--- src/rtl/adder_pkg.sv ---
// Shared configuration for pipelined_adder: default geometry and slice-width helper.
// The per-stage record type depends on module parameters, so it is declared in the top.
package adder_pkg;

  localparam int unsigned DEF_WIDTH  = 32;
  localparam int unsigned DEF_STAGES = 4;

  function automatic int unsigned slice_width(input int unsigned width,
                                              input int unsigned stages);
    return width / stages;
  endfunction

endpackage

--- src/rtl/adder_slice.sv ---
// SW-bit ripple adder slice built from full_adder cells.
module adder_slice #(
  parameter int unsigned SW = 8
) (
  input  logic [SW-1:0] a_i,
  input  logic [SW-1:0] b_i,
  input  logic          cin_i,
  output logic [SW-1:0] sum_o,
  output logic          cout_o
);

  genvar i;
  generate
    // Per-bit carry nets keep the chain free of self-referencing vectors.
    for (i = 0; i < SW; i++) begin : g_bit
      logic cin;
      logic cout;
      if (i == 0) begin : g_lsb
        assign cin = cin_i;
      end else begin : g_chain
        assign cin = g_bit[i-1].cout;
      end
      full_adder u_fa (
        .a_i   (a_i[i]),
        .b_i   (b_i[i]),
        .cin_i (cin),
        .sum_o (sum_o[i]),
        .cout_o(cout)
      );
    end
  endgenerate

  assign cout_o = g_bit[SW-1].cout;

endmodule

--- src/rtl/full_adder.sv ---
// One-bit full adder cell.
module full_adder (
  input  logic a_i,
  input  logic b_i,
  input  logic cin_i,
  output logic sum_o,
  output logic cout_o
);

  assign sum_o  = a_i ^ b_i ^ cin_i;
  assign cout_o = (a_i & b_i) | (cin_i & (a_i ^ b_i));

endmodule

--- src/rtl/pipelined_adder.sv ---
// Pipelined add/subtract: STAGES ripple slices with registered inter-slice carry.
// Define ADDER_OVF_EN to build the signed-overflow output; otherwise o_ovf is 0.
module pipelined_adder
  import adder_pkg::*;
#(
  parameter int unsigned WIDTH  = DEF_WIDTH,
  parameter int unsigned STAGES = DEF_STAGES
) (
  input  logic             i_clk,
  input  logic             i_rst_n,
  input  logic             i_valid,
  output logic             o_ready,
  input  logic [WIDTH-1:0] i_a,
  input  logic [WIDTH-1:0] i_b,
  input  logic             i_sub,
  output logic             o_valid,
  input  logic             i_ready,
  output logic [WIDTH-1:0] o_sum,
  output logic             o_cout,
  output logic             o_ovf
);

  localparam int unsigned SW = slice_width(WIDTH, STAGES);

  typedef struct packed {
    logic             valid;
    logic [WIDTH-1:0] sum;
    logic             carry;
    logic [WIDTH-1:0] a;
    logic [WIDTH-1:0] b;
`ifdef ADDER_OVF_EN
    logic             ovf;
`endif
  } stage_t;

  stage_t in_rec;
  stage_t stage_d [STAGES];
  stage_t stage_q [STAGES];
  logic   adv;

  generate
    if ((STAGES == 0) || ((WIDTH % STAGES) != 0)) begin : g_bad_cfg
      $error("pipelined_adder: WIDTH must be a non-zero multiple of STAGES");
    end
  endgenerate

  function automatic stage_t next_stage(input stage_t          src,
                                        input logic [SW-1:0]   s,
                                        input logic            co,
                                        input int unsigned     k);
    next_stage = src;
    next_stage.sum[k*SW +: SW] = s;
    next_stage.carry = co;
`ifdef ADDER_OVF_EN
    if (k == STAGES - 1)
      next_stage.ovf = (src.a[WIDTH-1] == src.b[WIDTH-1]) & (s[SW-1] != src.a[WIDTH-1]);
`endif
  endfunction

  // Subtraction is A + ~B + 1: invert B here, inject the +1 as stage-0 carry-in.
  always_comb begin
    in_rec       = '0;
    in_rec.valid = i_valid;
    in_rec.carry = i_sub;
    in_rec.a     = i_a;
    in_rec.b     = i_b ^ {WIDTH{i_sub}};
  end

  genvar k;
  generate
    for (k = 0; k < STAGES; k++) begin : g_stage
      stage_t        src;
      logic [SW-1:0] slice_sum;
      logic          slice_cout;

      if (k == 0) begin : g_first
        assign src = in_rec;
      end else begin : g_next
        assign src = stage_q[k-1];
      end

      adder_slice #(.SW(SW)) u_slice (
        .a_i   (src.a[k*SW +: SW]),
        .b_i   (src.b[k*SW +: SW]),
        .cin_i (src.carry),
        .sum_o (slice_sum),
        .cout_o(slice_cout)
      );

      assign stage_d[k] = next_stage(src, slice_sum, slice_cout, k);
    end
  endgenerate

  // One global enable: a stall freezes every stage, bubbles included.
  assign adv     = ~o_valid | i_ready;
  assign o_ready = adv;

  always_ff @(posedge i_clk) begin
    if (!i_rst_n) begin
      for (int unsigned s = 0; s < STAGES; s++) stage_q[s] <= '0;
    end else if (adv) begin
      stage_q <= stage_d;
    end
  end

  assign o_valid = stage_q[STAGES-1].valid;
  assign o_sum   = stage_q[STAGES-1].sum;
  assign o_cout  = stage_q[STAGES-1].carry;
`ifdef ADDER_OVF_EN
  assign o_ovf   = stage_q[STAGES-1].ovf;
`else
  assign o_ovf   = 1'b0;
`endif

  logic unused_last_ab;
  assign unused_last_ab = ^{stage_q[STAGES-1].a, stage_q[STAGES-1].b};

endmodule

--- config.mk ---
export PLATFORM = sky130hd
export DESIGN_NAME = pipelined_adder
export DESIGN_NICKNAME = d
export VERILOG_FILES = /design/src/rtl/adder_pkg.sv /design/src/rtl/adder_slice.sv /design/src/rtl/full_adder.sv /design/src/rtl/pipelined_adder.sv
export SDC_FILE = /design/constraint.sdc
export NUM_CORES = 1
export LEC_CHECK = 0
export ABC_AREA = 0
export CAP_MARGIN = 10
export CORE_MARGIN = 5
export CORE_UTILIZATION = 35
export DETAILED_ROUTE_END_ITERATION = 10
export DONT_BUFFER_PORTS = 1
export PLACE_DENSITY = 0.51
export SYNTH_ARGS = -nofsm -noshare
export SYNTH_HDL_FRONTEND = slang
export SYNTH_SLANG_ARGS = --single-unit
export TNS_END_PERCENT = 20
--- constraint.sdc ---
create_clock -name i_clk -period 4.8 [get_ports i_clk]
set_input_delay 0.72 -clock i_clk [delete_from_list [all_inputs] [get_ports i_clk]]
set_output_delay 0.72 -clock i_clk [all_outputs]
set_load 0.02 [all_outputs]
Yosys cells after proc, flatten, opt, wreduce, memory -nomap -nowiden
Cells that the tools add are included.
{"block": "totals", "ff_bits": 280, "latchBits": 0, "ramBits": 0, "romBits": 0, "input_bits": 69, "output_inout_bits": 36, "elab_cells": 181, "mem_count": 0}
{"block": "op_classes", "add_sub_neg": 0, "mul": 0, "n_div": 0, "n_lt_le_gt_ge": 0, "n_eq_ne": 0, "shifts": 0, "muxes": 0, "bitwise_logic": 163, "reduce_logical": 0}
{"op": "1-bit AND", "n": 64}
{"op": "1-bit bitwise XOR", "n": 64}
{"op": "1-bit bitwise OR", "n": 33}
{"op": "32-bit bitwise XOR", "n": 1}
{"op": "1-bit NOT", "n": 1}

Longest topological paths before layout
Gate-level depths: netlist (run 1).
{"block": "depth", "depth_word": 18, "ltp_mapped": 13, "mapped_depth_nobuf": 13}

Cells and area by module
From an unflattened synthesis (run 1), not the netlist that was laid out.
{"block": "unflattened", "hier_cells": 842, "area_unflattened_um2": 7649.8}
{"mod": "pipelined_adder", "n_inst": 1, "cells_each": 810, "area_per_inst_um2": 7009.2, "seq_area_each_um2": 3683.5}
{"mod": "full_adder", "n_inst": 32, "cells_each": 1, "area_per_inst_um2": 20.0, "seq_area_each_um2": 0.0}

Least setup slack after synthesis (run 1)
Ideal clock, no wire load.
{"block": "synth_path", "kind": "in2reg", "start": "in i_sub", "end": "reg stage_q (netlist bit g_stage[1].src[72])", "setup_ps": 116, "t_arrival_ps": 4063, "required_time_ps": 4684, "slack_ps": 620, "path_stages": 13, "path_buffers": 2, "path_cell_list": "buf_2 > buf_2 > xnor2_1 > fa_1 > fa_1 > fa_1 > fa_1 > fa_1 > fa_1 > inv_1 > fa_1 > nand2_1 > a21boi_1"}
{"block": "synth_between", "elab_chain_cells": 17, "elab_cells_between_ends": 31, "cone_classes": "bitwise: 31"}
{"element": "start, declared", "line": "pipelined_adder.sv:15", "text": "input logic i_sub,"}
{"element": "32-bit bitwise XOR", "line": "pipelined_adder.sv:66", "text": "in_rec.b = i_b ^ {WIDTH{i_sub}};"}
{"element": "1-bit bitwise XOR", "line": "full_adder.sv:11", "text": "assign cout_o = (a_i & b_i) | (cin_i & (a_i ^ b_i));"}
{"element": "1-bit AND", "line": "full_adder.sv:11"}
{"element": "1-bit bitwise OR", "line": "full_adder.sv:11"}
{"element": "1-bit AND", "line": "full_adder.sv:11"}
{"element": "1-bit bitwise OR", "line": "full_adder.sv:11"}
{"element": "1-bit AND", "line": "full_adder.sv:11"}
{"element": "1-bit bitwise OR", "line": "full_adder.sv:11"}
{"element": "(+2 left out)"}
{"element": "1-bit AND", "line": "full_adder.sv:11"}
{"element": "1-bit bitwise OR", "line": "full_adder.sv:11"}
{"element": "1-bit AND", "line": "full_adder.sv:11"}
{"element": "1-bit bitwise OR", "line": "full_adder.sv:11"}
{"element": "1-bit AND", "line": "full_adder.sv:11"}
{"element": "1-bit bitwise OR", "line": "full_adder.sv:11"}
{"element": "1-bit bitwise XOR *", "line": "full_adder.sv:10", "text": "assign sum_o = a_i ^ b_i ^ cin_i;"}
{"element": "via g_stage[0].u_slice.g_bit[7].u_fa.sum_o", "line": "full_adder.sv:6", "text": "output logic sum_o,"}
{"element": "end signal, assigned", "line": "pipelined_adder.sv:102", "text": "stage_q <= stage_d;"}
{"element": "end, declared", "line": "pipelined_adder.sv:38", "text": "stage_t stage_q [STAGES];"}
Mark *: on every way through the listed nets, which the timed path passes. The rest lies on a longest branch.
A chain may end at the register's enable or synchronous reset.

Worst setup path in the final report (run 1)
{"block": "layout_path", "start": "reg stage_q (netlist bit g_stage[3].src[56])", "end": "reg stage_q (netlist bit o_sum[31])"}
{"block": "layout_between", "elab_chain_cells": 16, "elab_cells_between_ends": 17, "cone_classes": "bitwise: 17"}
{"element": "1-bit bitwise XOR", "line": "full_adder.sv:11"}
{"element": "1-bit AND", "line": "full_adder.sv:11"}
{"element": "1-bit bitwise OR *", "line": "full_adder.sv:11"}
{"element": "1-bit AND *", "line": "full_adder.sv:11"}
{"element": "1-bit bitwise OR *", "line": "full_adder.sv:11"}
{"element": "1-bit AND *", "line": "full_adder.sv:11"}
{"element": "1-bit bitwise OR *", "line": "full_adder.sv:11"}
{"element": "1-bit AND *", "line": "full_adder.sv:11"}
{"element": "1-bit bitwise OR *", "line": "full_adder.sv:11"}
{"element": "1-bit AND *", "line": "full_adder.sv:11"}
{"element": "1-bit bitwise OR *", "line": "full_adder.sv:11"}
{"element": "1-bit AND *", "line": "full_adder.sv:11"}
{"element": "1-bit bitwise OR *", "line": "full_adder.sv:11"}
{"element": "1-bit AND *", "line": "full_adder.sv:11"}
{"element": "1-bit bitwise OR *", "line": "full_adder.sv:11"}
{"element": "1-bit bitwise XOR *", "line": "full_adder.sv:10"}
Every way passes the cells marked *; elsewhere a longest branch is shown, timed or not.

==> results.sh, run 1 <==
export IMPL_synth_top_family_by_area="compound AO/OA/AOI/OAI gates"
export IMPL_htreeDepth=4
export IMPL_post_synth_main_area_contributors="dfxtp_1, nand2_1, a21boi_1, fa_1, a21boi_0"
export IMPL_post_cts_resized=0
export IMPL_stdcell_count=1105
export IMPL_status="finished clean"
export IMPL_port_buffers=0
export IMPL_vias=5104
export IMPL_worstHoldPathType="input port to flip-flop"
export IMPL_drt_wirelength_per_cell_um=14.8
export IMPL_actual_slew_at_the_worst_max_slew_pin_ns=1.08
export IMPL_cp_top_family="adder cells"
export IMPL_intPower_mw=2.45
export IMPL_compound_gate_portion_of_the_synthesized_area=0.191
export IMPL_max_cap_viol_count=0
export IMPL_ir_worst_vdd_uv=209
export IMPL_fin_skew_ns=0.0161
export IMPL_cp_num_buf_inv=3
export IMPL_final_layout_size_suffix_gt1_frac=0.0461
export IMPL_switching_share=0.262
export IMPL_synth_xor_xnor_area_share=0.0362
export IMPL_cts_max_path_buffers=2
export IMPL_number_of_global_route_vias_before_repair=4850
export IMPL_synth_yosys_warnings=0
export IMPL_post_synth_and_or_nand_nor_area_fraction=0.148
export IMPL_power_per_cell_area_nw_per_um2=399
export IMPL_final_cell_area_um2=8320
export IMPL_crit_required_ns=5.16
export IMPL_synthDominantAreaCellType="dfxtp_1"
export IMPL_routabilityCongestion=0.724
export IMPL_netlist_instances=854
export IMPL_timing_final_crit_share=0.852
export IMPL_place_area_um2=7720
export IMPL_grt_util_all_layers=0.130
export IMPL_average_footprint_of_a_synthesized_cell_um2=9.07
export IMPL_detailed_routing_iterations_pass_1=4
export IMPL_synthToLayoutAreaGrowth_pct=7.42
export IMPL_leakage_power_figure_nw=3.27
export IMPL_cts_buffers_inserted=17
export IMPL_setup_tns_ns=0
export IMPL_synthMuxAreaShare=0.00129
export IMPL_postCtsSetupRepairBufs=0
export IMPL_critPathMaxStageDelay_ns=0.48
export IMPL_yosys_area_share_adder=0.0802
export IMPL_crit_path_start_kind="flip-flop"
export IMPL_effective_utilization_at_floorplan=0.355
export IMPL_max_slew_margin_rel=0.279
export IMPL_timing_final_crit_period_ns=4.09
export IMPL_tritoncts_clock_tree="built"
export IMPL_power_sequential_fraction=0.512
export IMPL_netlist_cell_type_count=21
export IMPL_achievable_frequency_ghz=0.245
export IMPL_die_area_um2=25200
export IMPL_antenna_diode_count=0
export IMPL_grt_first_pass_wirelength_um=27000
export IMPL_postSynthNetCount=954
export IMPL_clkSinkCount=184
export IMPL_clk_latency_ns=0.42
export IMPL_worst_path_max_fanout=2
export IMPL_comb_power_share=0.069
export IMPL_timing_hold_ws_ns=0.425
export IMPL_kind_of_critical_path="flip-flop to flip-flop"
export IMPL_io_pins=105
export IMPL_die_h_um=159
export IMPL_path_cells="inv_1, fa_1, inv_1, fa_1, fa_1, fa_1, fa_1, fa_1, fa_1, inv_1, fa_1, nand2_1, o211a_1"
export IMPL_placementRows=54
export IMPL_remaining_drc_errors=0
export IMPL_coreArea_um2=21800
export IMPL_finalMaxSlewViolations=0
export IMPL_critical_path_arrival_ns=4.45
export IMPL_placed_cells=1073
export IMPL_clock_power_share=0.419
export IMPL_detail_route_vias_per_cell=4.62
export IMPL_switching_power_mw=0.869
export IMPL_critPathCaptureType="flip-flop"
export IMPL_clock_root_buffer="clkbuf_16"
export IMPL_setup_violations_final=0
export IMPL_grt_antenna_before_repair=0
export IMPL_synth_seq_cells=184
export IMPL_seq_area_frac_synth=0.476
export IMPL_chip_width_um=159
export IMPL_clkTransAtPathRegs_ns=0.08
export IMPL_total_standard_cell_area_after_synthesis_um2=7740
export IMPL_power_total_mw=3.32
export IMPL_cpMaxStageDelayCell="fa_1"
export IMPL_critical_path_most_common_cell="fa_1"
export IMPL_final_net_count=912
export IMPL_grt_max_degree=185
export IMPL_cts_hold_buffers_added=0
export IMPL_route_final_wire_length_um=16400
export IMPL_dr_first_iter_drc_count=414
export IMPL_finalHoldViolations=0
export IMPL_dp_hpwl_um=10300
export IMPL_synth_top_area_share=0.476
export IMPL_grt_overflow_total=0
export IMPL_antenna_violating_nets_post_route=0
export IMPL_unrepaired_setup_endpoints_after_global_routing="false"
## layer usage
layer | global-route usage | share of wire | vias up
li1 | - | - | 2647
met1 | 0.190 | 0.51 | 2368
met2 | 0.186 | 0.43 | 71
met3 | 0.0306 | 0.033 | 18
met4 | 0.0465 | 0.022 | 0
met5 | 0 | 0 | -
## layout by cell type, fill, tap and decap left out, types with 3 or more instances in the layout
master	count
nand2_1	301
dfxtp_1	184
a21boi_1	99
a21boi_0	44
xnor2_1	31
fa_1	31
inv_1	28
o21ai_0	25
a21oi_1	25
clkbuf_16	17
o211a_1	15
inv_8	5
inv_6	4
clkinv_8	4
buf_4	4
clkinv_4	3
## cells in the mapped netlist
cell and number:
dfxtp_1 184, xnor2_1 31, a21boi_1 99, buf_2 22
nor2b_4 1, clkbuf_2 1, inv_1 28, xor2_1 1
mux2i_1 1, clkbuf_1 23, inv_4 1, fa_1 31
buf_4 2, a21boi_0 44, a21oi_1 25, conb_1 1
nand2_1 301, o21ai_0 25, o21a_1 1, o211a_1 15
buf_6 17
## area by class of cell
| class | instances | area [um^2] |
|---|---|---|
| multi-input combinational | 576 | 3540 |
| inverter | 29 | 114 |
| fill | 2286 | 13500 |
| clock inverter | 15 | 174 |
| clock buffer | 17 | 425 |
| sequential | 184 | 3680 |
| timing repair buffer | 4 | 30.0 |
| tap | 280 | 350 |
## state kept, by name, indices dropped and copies added (netlist names)
name and cells:
o_sum 32, o_valid 1, o_cout 1, g_stage.src 150
## power groups by stage
stage                     Combinational [mW]  Clock (mW)  Sequential (mW)
final                                  0.230        1.39             1.70
after global routing                   0.271        1.51             1.71
after detailed placement               0.233           0             1.74
after global placement                 0.232           0             1.74
after CTS                              0.237        1.44             1.70
after floorplan                        0.211           0             1.72
## worst reg2reg max path: cells and delay by family, from the launching register on
kind | cells | cell delay (ns)
fa+ha+maj | 8 | 3.29
compound gates | 1 | 0.16
simple gates | 1 | 0.07
flops | 1 | 0.31
buf+inv | 3 | 0.21
## final timing paths
kind / from / end / slack, ns / cells after the start
setup / recovery: g_stage[3].src[56]$_SDFFE_PN0P_ / o_sum[31]$_SDFFE_PN0P_ / 0.71 / 13
setup reg to reg: g_stage[3].src[56]$_SDFFE_PN0P_ / o_sum[31]$_SDFFE_PN0P_ / 0.71 / 13
hold / removal: i_a[23] / g_stage[1].src[55]$_SDFFE_PN0P_ / 0.42 / 2
hold reg to reg: g_stage[2].src[62]$_SDFFE_PN0P_ / g_stage[2].src[62]$_SDFFE_PN0P_ / 0.45 / 2
## metrics by stage
stage | util | worst slack, ns
floorplan | - | 0.620
global placement | 0.354 | 0.725
detailed placement | 0.354 | 0.695
CTS | 0.381 | 0.674
global route | 0.381 | 0.438
finish | 0.381 | 0.710
## logic make-up after synthesis
logic type,Yosys count
AOI/OAI and AO/OA,209
xor gates and xnor gates,32
adders and majority gates,31
buffers and inverters,94
DFF,184
muxes,1
other,1
and+or+nand+nor,302
(Power assumes the default switching activity.)
==> inputs of run 2 (changes only) <==
==> constraint.sdc (replaced) <==
create_clock -name i_clk -period 4.8 [get_ports i_clk]
set_input_delay 0.48 -clock i_clk [delete_from_list [all_inputs] [get_ports i_clk]]
set_output_delay 0.48 -clock i_clk [all_outputs]
set_load 0.02 [all_outputs]
==> run 2 against run 1 <==
Against the previous run: clock skew shrank 0.0072 ns; clock power grew 3%; hold slack lost 0.25 ns; critical endpoint unchanged; critical path depth is the same.
==> results.sh, run 2 (synthesized netlist as in run 1, its figures left out) <==
export IMPL_status="finished clean"
export IMPL_grt_overflow_total=0
export IMPL_final_layout_size_suffix_gt1_frac=0.0461
export IMPL_effective_utilization_at_floorplan=0.355
export IMPL_post_cts_resized=0
export IMPL_final_net_count=912
export IMPL_critical_path_arrival_ns=4.45
export IMPL_coreArea_um2=21800
export IMPL_crit_path_start_kind="flip-flop"
export IMPL_worstHoldPathType="input port to flip-flop"
export IMPL_remaining_drc_errors=0
export IMPL_leakage_power_figure_nw=3.27
export IMPL_finalHoldViolations=0
export IMPL_switching_share=0.256
export IMPL_comb_power_share=0.068
export IMPL_vias=5074
export IMPL_max_slew_margin_rel=0.353
export IMPL_timing_final_crit_period_ns=4.08
export IMPL_placed_cells=1073
export IMPL_power_per_cell_area_nw_per_um2=403
export IMPL_route_final_wire_length_um=16200
export IMPL_grt_first_pass_wirelength_um=27000
export IMPL_switching_power_mw=0.858
export IMPL_worst_path_max_fanout=2
export IMPL_grt_max_degree=185
export IMPL_htreeDepth=4
export IMPL_actual_slew_at_the_worst_max_slew_pin_ns=0.970
export IMPL_kind_of_critical_path="flip-flop to flip-flop"
export IMPL_dp_hpwl_um=10200
export IMPL_routabilityCongestion=0.709
export IMPL_clkSinkCount=184
export IMPL_drt_wirelength_per_cell_um=14.7
export IMPL_unrepaired_setup_endpoints_after_global_routing="false"
export IMPL_layout_common_cells="nand2_1, dfxtp_1, a21boi_1, a21boi_0"
export IMPL_intPower_mw=2.50
export IMPL_fin_skew_ns=0.00894
export IMPL_stdcell_count=1105
export IMPL_cts_max_path_buffers=2
export IMPL_detail_route_vias_per_cell=4.59
export IMPL_ir_worst_vdd_uv=213
export IMPL_crit_required_ns=5.17
export IMPL_max_cap_viol_count=0
export IMPL_setup_violations_final=0
export IMPL_clock_power_share=0.425
export IMPL_dr_first_iter_drc_count=267
export IMPL_number_of_global_route_vias_before_repair=5070
export IMPL_cts_hold_buffers_added=0
export IMPL_cts_buffers_inserted=17
export IMPL_clkTransAtPathRegs_ns=0.07
export IMPL_detailed_routing_iterations_pass_1=4
export IMPL_critPathCaptureType="flip-flop"
export IMPL_tritoncts_clock_tree="built"
export IMPL_placementRows=54
export IMPL_grt_util_all_layers=0.131
export IMPL_achievable_frequency_ghz=0.245
export IMPL_fillerInstances=2298
export IMPL_clock_root_buffer="clkbuf_16"
export IMPL_grt_antenna_before_repair=0
export IMPL_die_h_um=159
export IMPL_postCtsSetupRepairBufs=0
export IMPL_final_cell_area_um2=8320
export IMPL_power_sequential_fraction=0.506
export IMPL_clk_latency_ns=0.43
export IMPL_io_pins=105
export IMPL_timing_final_crit_share=0.849
export IMPL_layout_cells_most_common="nand2_1"
export IMPL_die_area_um2=25200
export IMPL_antenna_violating_nets_post_route=0
export IMPL_port_buffers=0
export IMPL_chip_width_um=159
export IMPL_finalMaxSlewViolations=0
export IMPL_place_area_um2=7720
export IMPL_antenna_diode_count=0
export IMPL_setup_tns_ns=0
export IMPL_synthToLayoutAreaGrowth_pct=7.50
export IMPL_flip_flop_count_of_the_largest_register_all_copies_and_words_added=150
-- run 2: changes by cell type in the layout (fill, tap and decap cells not counted), sizes merged --
| cell | change |
|---|---|
| bufinv | +1 |
| clkinv | -4 |
| clkinvlp | +2 |
| inv | +1 |
-- run 2: power by group through the flow --
stage	Clock (mW)	Sequential, mW	Combinational (mW)
6_report	1.43	1.70	0.229
5_1_grt	1.55	1.71	0.272
4_1_cts	1.47	1.70	0.235
3_5_place_dp	0	1.74	0.231
3_3_place_gp	0	1.74	0.232
2_1_floorplan	0	1.72	0.211
-- run 2: area by class of cell --
type / count / area [um^2] / area share
well taps: 280 / 350 / 0.0421
clock buffers: 17 / 425 / 0.0511
inverters: 29 / 114 / 0.0137
multi-input cells: 576 / 3540 / 0.425
clock inverters: 15 / 180 / 0.0216
repair buffers: 4 / 30.0 / 0.00361
flip-flops and latches: 184 / 3680 / 0.443
-- run 2: critical path, cell delays in order (launching register included) --
cell and delay (ns):
dfxtp_1 0.31, inv_1 0.07, fa_1 0.17, inv_1 0.06
fa_1 0.45, fa_1 0.48, fa_1 0.46, fa_1 0.46
fa_1 0.46, fa_1 0.42, inv_1 0.09, fa_1 0.38
nand2_1 0.07, o211a_1 0.14
-- run 2: path summary, 6_finish.rpt --
path / from / end / slack (ns) / depth (start not counted)
setup / recovery: g_stage[3].src[56]$_SDFFE_PN0P_ / o_sum[31]$_SDFFE_PN0P_ / 0.72 / 13
setup reg to reg: g_stage[3].src[56]$_SDFFE_PN0P_ / o_sum[31]$_SDFFE_PN0P_ / 0.72 / 13
hold reg to reg: g_stage[1].src[64]$_SDFFE_PN0P_ / g_stage[1].src[64]$_SDFFE_PN0P_ / 0.45 / 2
hold / removal: i_a[30] / g_stage[1].src[62]$_SDFFE_PN0P_ / 0.18 / 2
-- run 2: stage by stage --
step	worst slack [ns]	utilization	hold slack, ns	power (mW)
global route	0.501	0.381	0.153	3.53
global placement	0.738	0.354	0.440	1.97
CTS	0.681	0.381	0.160	3.41
detailed placement	0.710	0.354	0.442	1.97
floorplan	0.860	-	0.431	1.93
finish	0.722	0.381	0.180	3.35
-- run 2: routing by layer --
layer | track usage | routed length (um) | share of wire
met2 | 0.198 | 7250 | 0.45
met3 | 0.0363 | 598 | 0.037
met4 | 0.0403 | 216 | 0.013
met1 | 0.181 | 8170 | 0.50
met5 | 0 | 0 | 0
==> inputs of run 3 (changes only) <==
- clock period: 4.8 -> 3.9 ns (I/O delays scaled with it)
==> run 3 against run 2 <==
Against the previous run: maximum frequency rose by 9.6%; sequential power grew 23%; total power up 22%; largest cell class unchanged; critical endpoint is now g_stage[2].src[80]$_SDFFE_PN0P_; sequential share of layout area is 0.20 points lower; routed wire length rose by 0.69%; sequential cell count unchanged; non-clock buffer count stayed put; global-route usage down 0.17 points; worst setup slack worse by 0.54 ns; register-to-register slack got worse by 0.54 ns; hold slack got worse by 0.090 ns.
==> results.sh, run 3 (synthesized netlist as in run 1, its figures left out) <==
export IMPL_place_area_um2=7720
export IMPL_clkTransAtPathRegs_ns=0.08
export IMPL_status="finished clean"
export IMPL_layout_common_cells="nand2_1, dfxtp_1, a21boi_1, a21boi_0, xnor2_1"
export IMPL_flip_flop_count_of_the_largest_register_all_copies_and_words_added=150
export IMPL_routabilityCongestion=0.732
export IMPL_critPathCaptureType="flip-flop"
export IMPL_switching_power_mw=1.08
export IMPL_setup_violations_final=0
export IMPL_kind_of_critical_path="flip-flop to flip-flop"
export IMPL_detail_route_vias_per_cell=4.64
export IMPL_critical_path_arrival_ns=4.09
export IMPL_crit_path_start_kind="flip-flop"
export IMPL_cp_startpoint="g_stage[1].src[40]$_SDFFE_PN0P_"
export IMPL_cpMaxStageDelayCell="fa_1"
export IMPL_antenna_diode_count=0
export IMPL_critPathMaxStageDelay_ns=0.43
export IMPL_achievable_frequency_ghz=0.269
export IMPL_ir_worst_vdd_uv=258
export IMPL_rrSetupSlack_ns=0.18
export IMPL_cts_hold_buffers_added=0
export IMPL_leakage_power_figure_nw=3.24
export IMPL_route_final_wire_length_um=16400
export IMPL_final_cell_area_um2=8360
export IMPL_crit_reg2reg_launch="g_stage[1].src[40]$_SDFFE_PN0P_"
export IMPL_coreArea_um2=21800
export IMPL_timing_final_crit_share=0.954
export IMPL_unrepaired_setup_endpoints_after_global_routing="true"
export IMPL_max_cap_viol_count=0
export IMPL_worstHoldPathType="input port to flip-flop"
export IMPL_switching_share=0.264
export IMPL_rr_worst_depth=13
export IMPL_dp_hpwl_um=10200
export IMPL_drt_wirelength_per_cell_um=14.8
export IMPL_fillerInstances=2277
export IMPL_remaining_drc_errors=0
export IMPL_antenna_violating_nets_post_route=0
export IMPL_final_layout_size_suffix_gt1_frac=0.0679
export IMPL_timing_final_crit_period_ns=3.72
export IMPL_area_used_by_multi_input_combinational_logic_um2=3580
export IMPL_power_total_mw=4.10
export IMPL_crit_required_ns=4.27
export IMPL_regToRegEndpoint="g_stage[2].src[80]$_SDFFE_PN0P_"
export IMPL_endpoint="g_stage[2].src[80]$_SDFFE_PN0P_"
export IMPL_cts_max_path_buffers=2
export IMPL_power_per_cell_area_nw_per_um2=490
export IMPL_htreeDepth=4
export IMPL_cts_buffers_inserted=17
export IMPL_postCtsSetupRepairBufs=0
export IMPL_grt_util_all_layers=0.129
export IMPL_grt_first_pass_wirelength_um=27000
export IMPL_grt_antenna_before_repair=0
export IMPL_intPower_mw=3.02
export IMPL_io_pins=105
export IMPL_number_of_global_route_vias_before_repair=5010
export IMPL_port_buffers=0
export IMPL_comb_power_share=0.070
export IMPL_critical_path_most_common_cell="fa_2"
export IMPL_finalHoldViolations=0
export IMPL_grt_overflow_total=0
export IMPL_tritoncts_clock_tree="built"
export IMPL_die_area_um2=25200
export IMPL_finalMaxSlewViolations=0
export IMPL_grt_max_degree=185
export IMPL_actual_slew_at_the_worst_max_slew_pin_ns=1.09
export IMPL_effective_utilization_at_floorplan=0.355
export IMPL_power_sequential_fraction=0.510
export IMPL_seqCellArea_um2=3680
export IMPL_clock_power_share=0.420
export IMPL_path_cells="inv_1, fa_1, inv_1, fa_2, fa_2, fa_2, fa_2, fa_2, fa_1, inv_2, fa_1, nand2_1, o211a_1"
export IMPL_fin_skew_ns=0.0126
export IMPL_clkSinkCount=184
export IMPL_detailed_routing_iterations_pass_1=4
export IMPL_vias=5122
export IMPL_chip_width_um=159
export IMPL_die_h_um=159
export IMPL_clock_root_buffer="clkbuf_16"
export IMPL_layout_cells_most_common="nand2_1"
export IMPL_synthToLayoutAreaGrowth_pct=7.98
export IMPL_clk_latency_ns=0.43
export IMPL_final_net_count=912
export IMPL_dr_first_iter_drc_count=377
export IMPL_worst_path_max_fanout=2
export IMPL_max_slew_margin_rel=0.271
export IMPL_placementRows=54
run 3: worst min path at each step:
stage	startpoint	end	slack (ns)	cells past startpoint
after global placement	g_stage[2].src[23]$_SDFFE_PN0P_	g_stage[2].src[23]$_SDFFE_PN0P_	0.44	2
final	i_a[21]	g_stage[1].src[53]$_SDFFE_PN0P_	0.09	2
after global routing	i_a[30]	g_stage[1].src[62]$_SDFFE_PN0P_	0.08	2
after floorplan	g_stage[1].src[40]$_SDFFE_PN0P_	g_stage[1].src[40]$_SDFFE_PN0P_	0.43	2
after detailed placement	g_stage[1].src[47]$_SDFFE_PN0P_	g_stage[1].src[47]$_SDFFE_PN0P_	0.44	2
after CTS	i_a[29]	g_stage[1].src[61]$_SDFFE_PN0P_	0.07	2
run 3: power by group through the flow:
stage | Sequential [mW] | Combinational (mW) | Clock [mW]
finish | 2.09 | 0.287 | 1.72
global route | 2.11 | 0.339 | 1.84
CTS | 2.09 | 0.293 | 1.78
detailed placement | 2.14 | 0.287 | 0
global placement | 2.13 | 0.287 | 0
floorplan | 2.11 | 0.260 | 0
run 3: through the flow:
step,hold slack (ns),std cells,utilization,TNS (ns),setup WS [ns]
after floorplan,0.431,854,-,-0.0591,-0.0295
after detailed placement,0.442,1073,0.354,-0.654,-0.267
after global routing,0.0791,1105,0.383,-0.00593,-0.00593
after global placement,0.439,1073,0.354,-0.518,-0.221
after CTS,0.0725,1105,0.383,0,0.00656
final,0.0892,1105,0.383,0,0.180
run 3: what timing repair did:
item,CTS,global route
setup endpoints to repair,5,4
resized for setup,11,6
pin swaps,1,4
run 3: metal layers:
layer	part of all wire	track usage	vias up
li1	-	-	2646
met1	0.51	0.183	2392
met2	0.44	0.195	74
met3	0.039	0.0345	10
met4	0.0084	0.0317	0
met5	0	0	-
run 3: cell type report:
| type | instances | share of cell area |
|---|---|---|
| clock buffers | 17 | 0.0509 |
| repair buffers | 4 | 0.00359 |
| well taps | 280 | 0.0419 |
| multi-input cells | 576 | 0.428 |
| flip-flops and latches | 184 | 0.441 |
| inverters | 29 | 0.0136 |
| clock inverters | 15 | 0.0213 |
run 3: critical path: cells and delay by family, from the launching register on:
| family | cells | cell delay, ns |
|---|---|---|
| and+or+nand+nor | 1 | 0.07 |
| AOI/OAI and AO/OA | 1 | 0.15 |
| buffers and inverters | 3 | 0.20 |
| adders and majority gates | 8 | 2.92 |
| DFF | 1 | 0.31 |
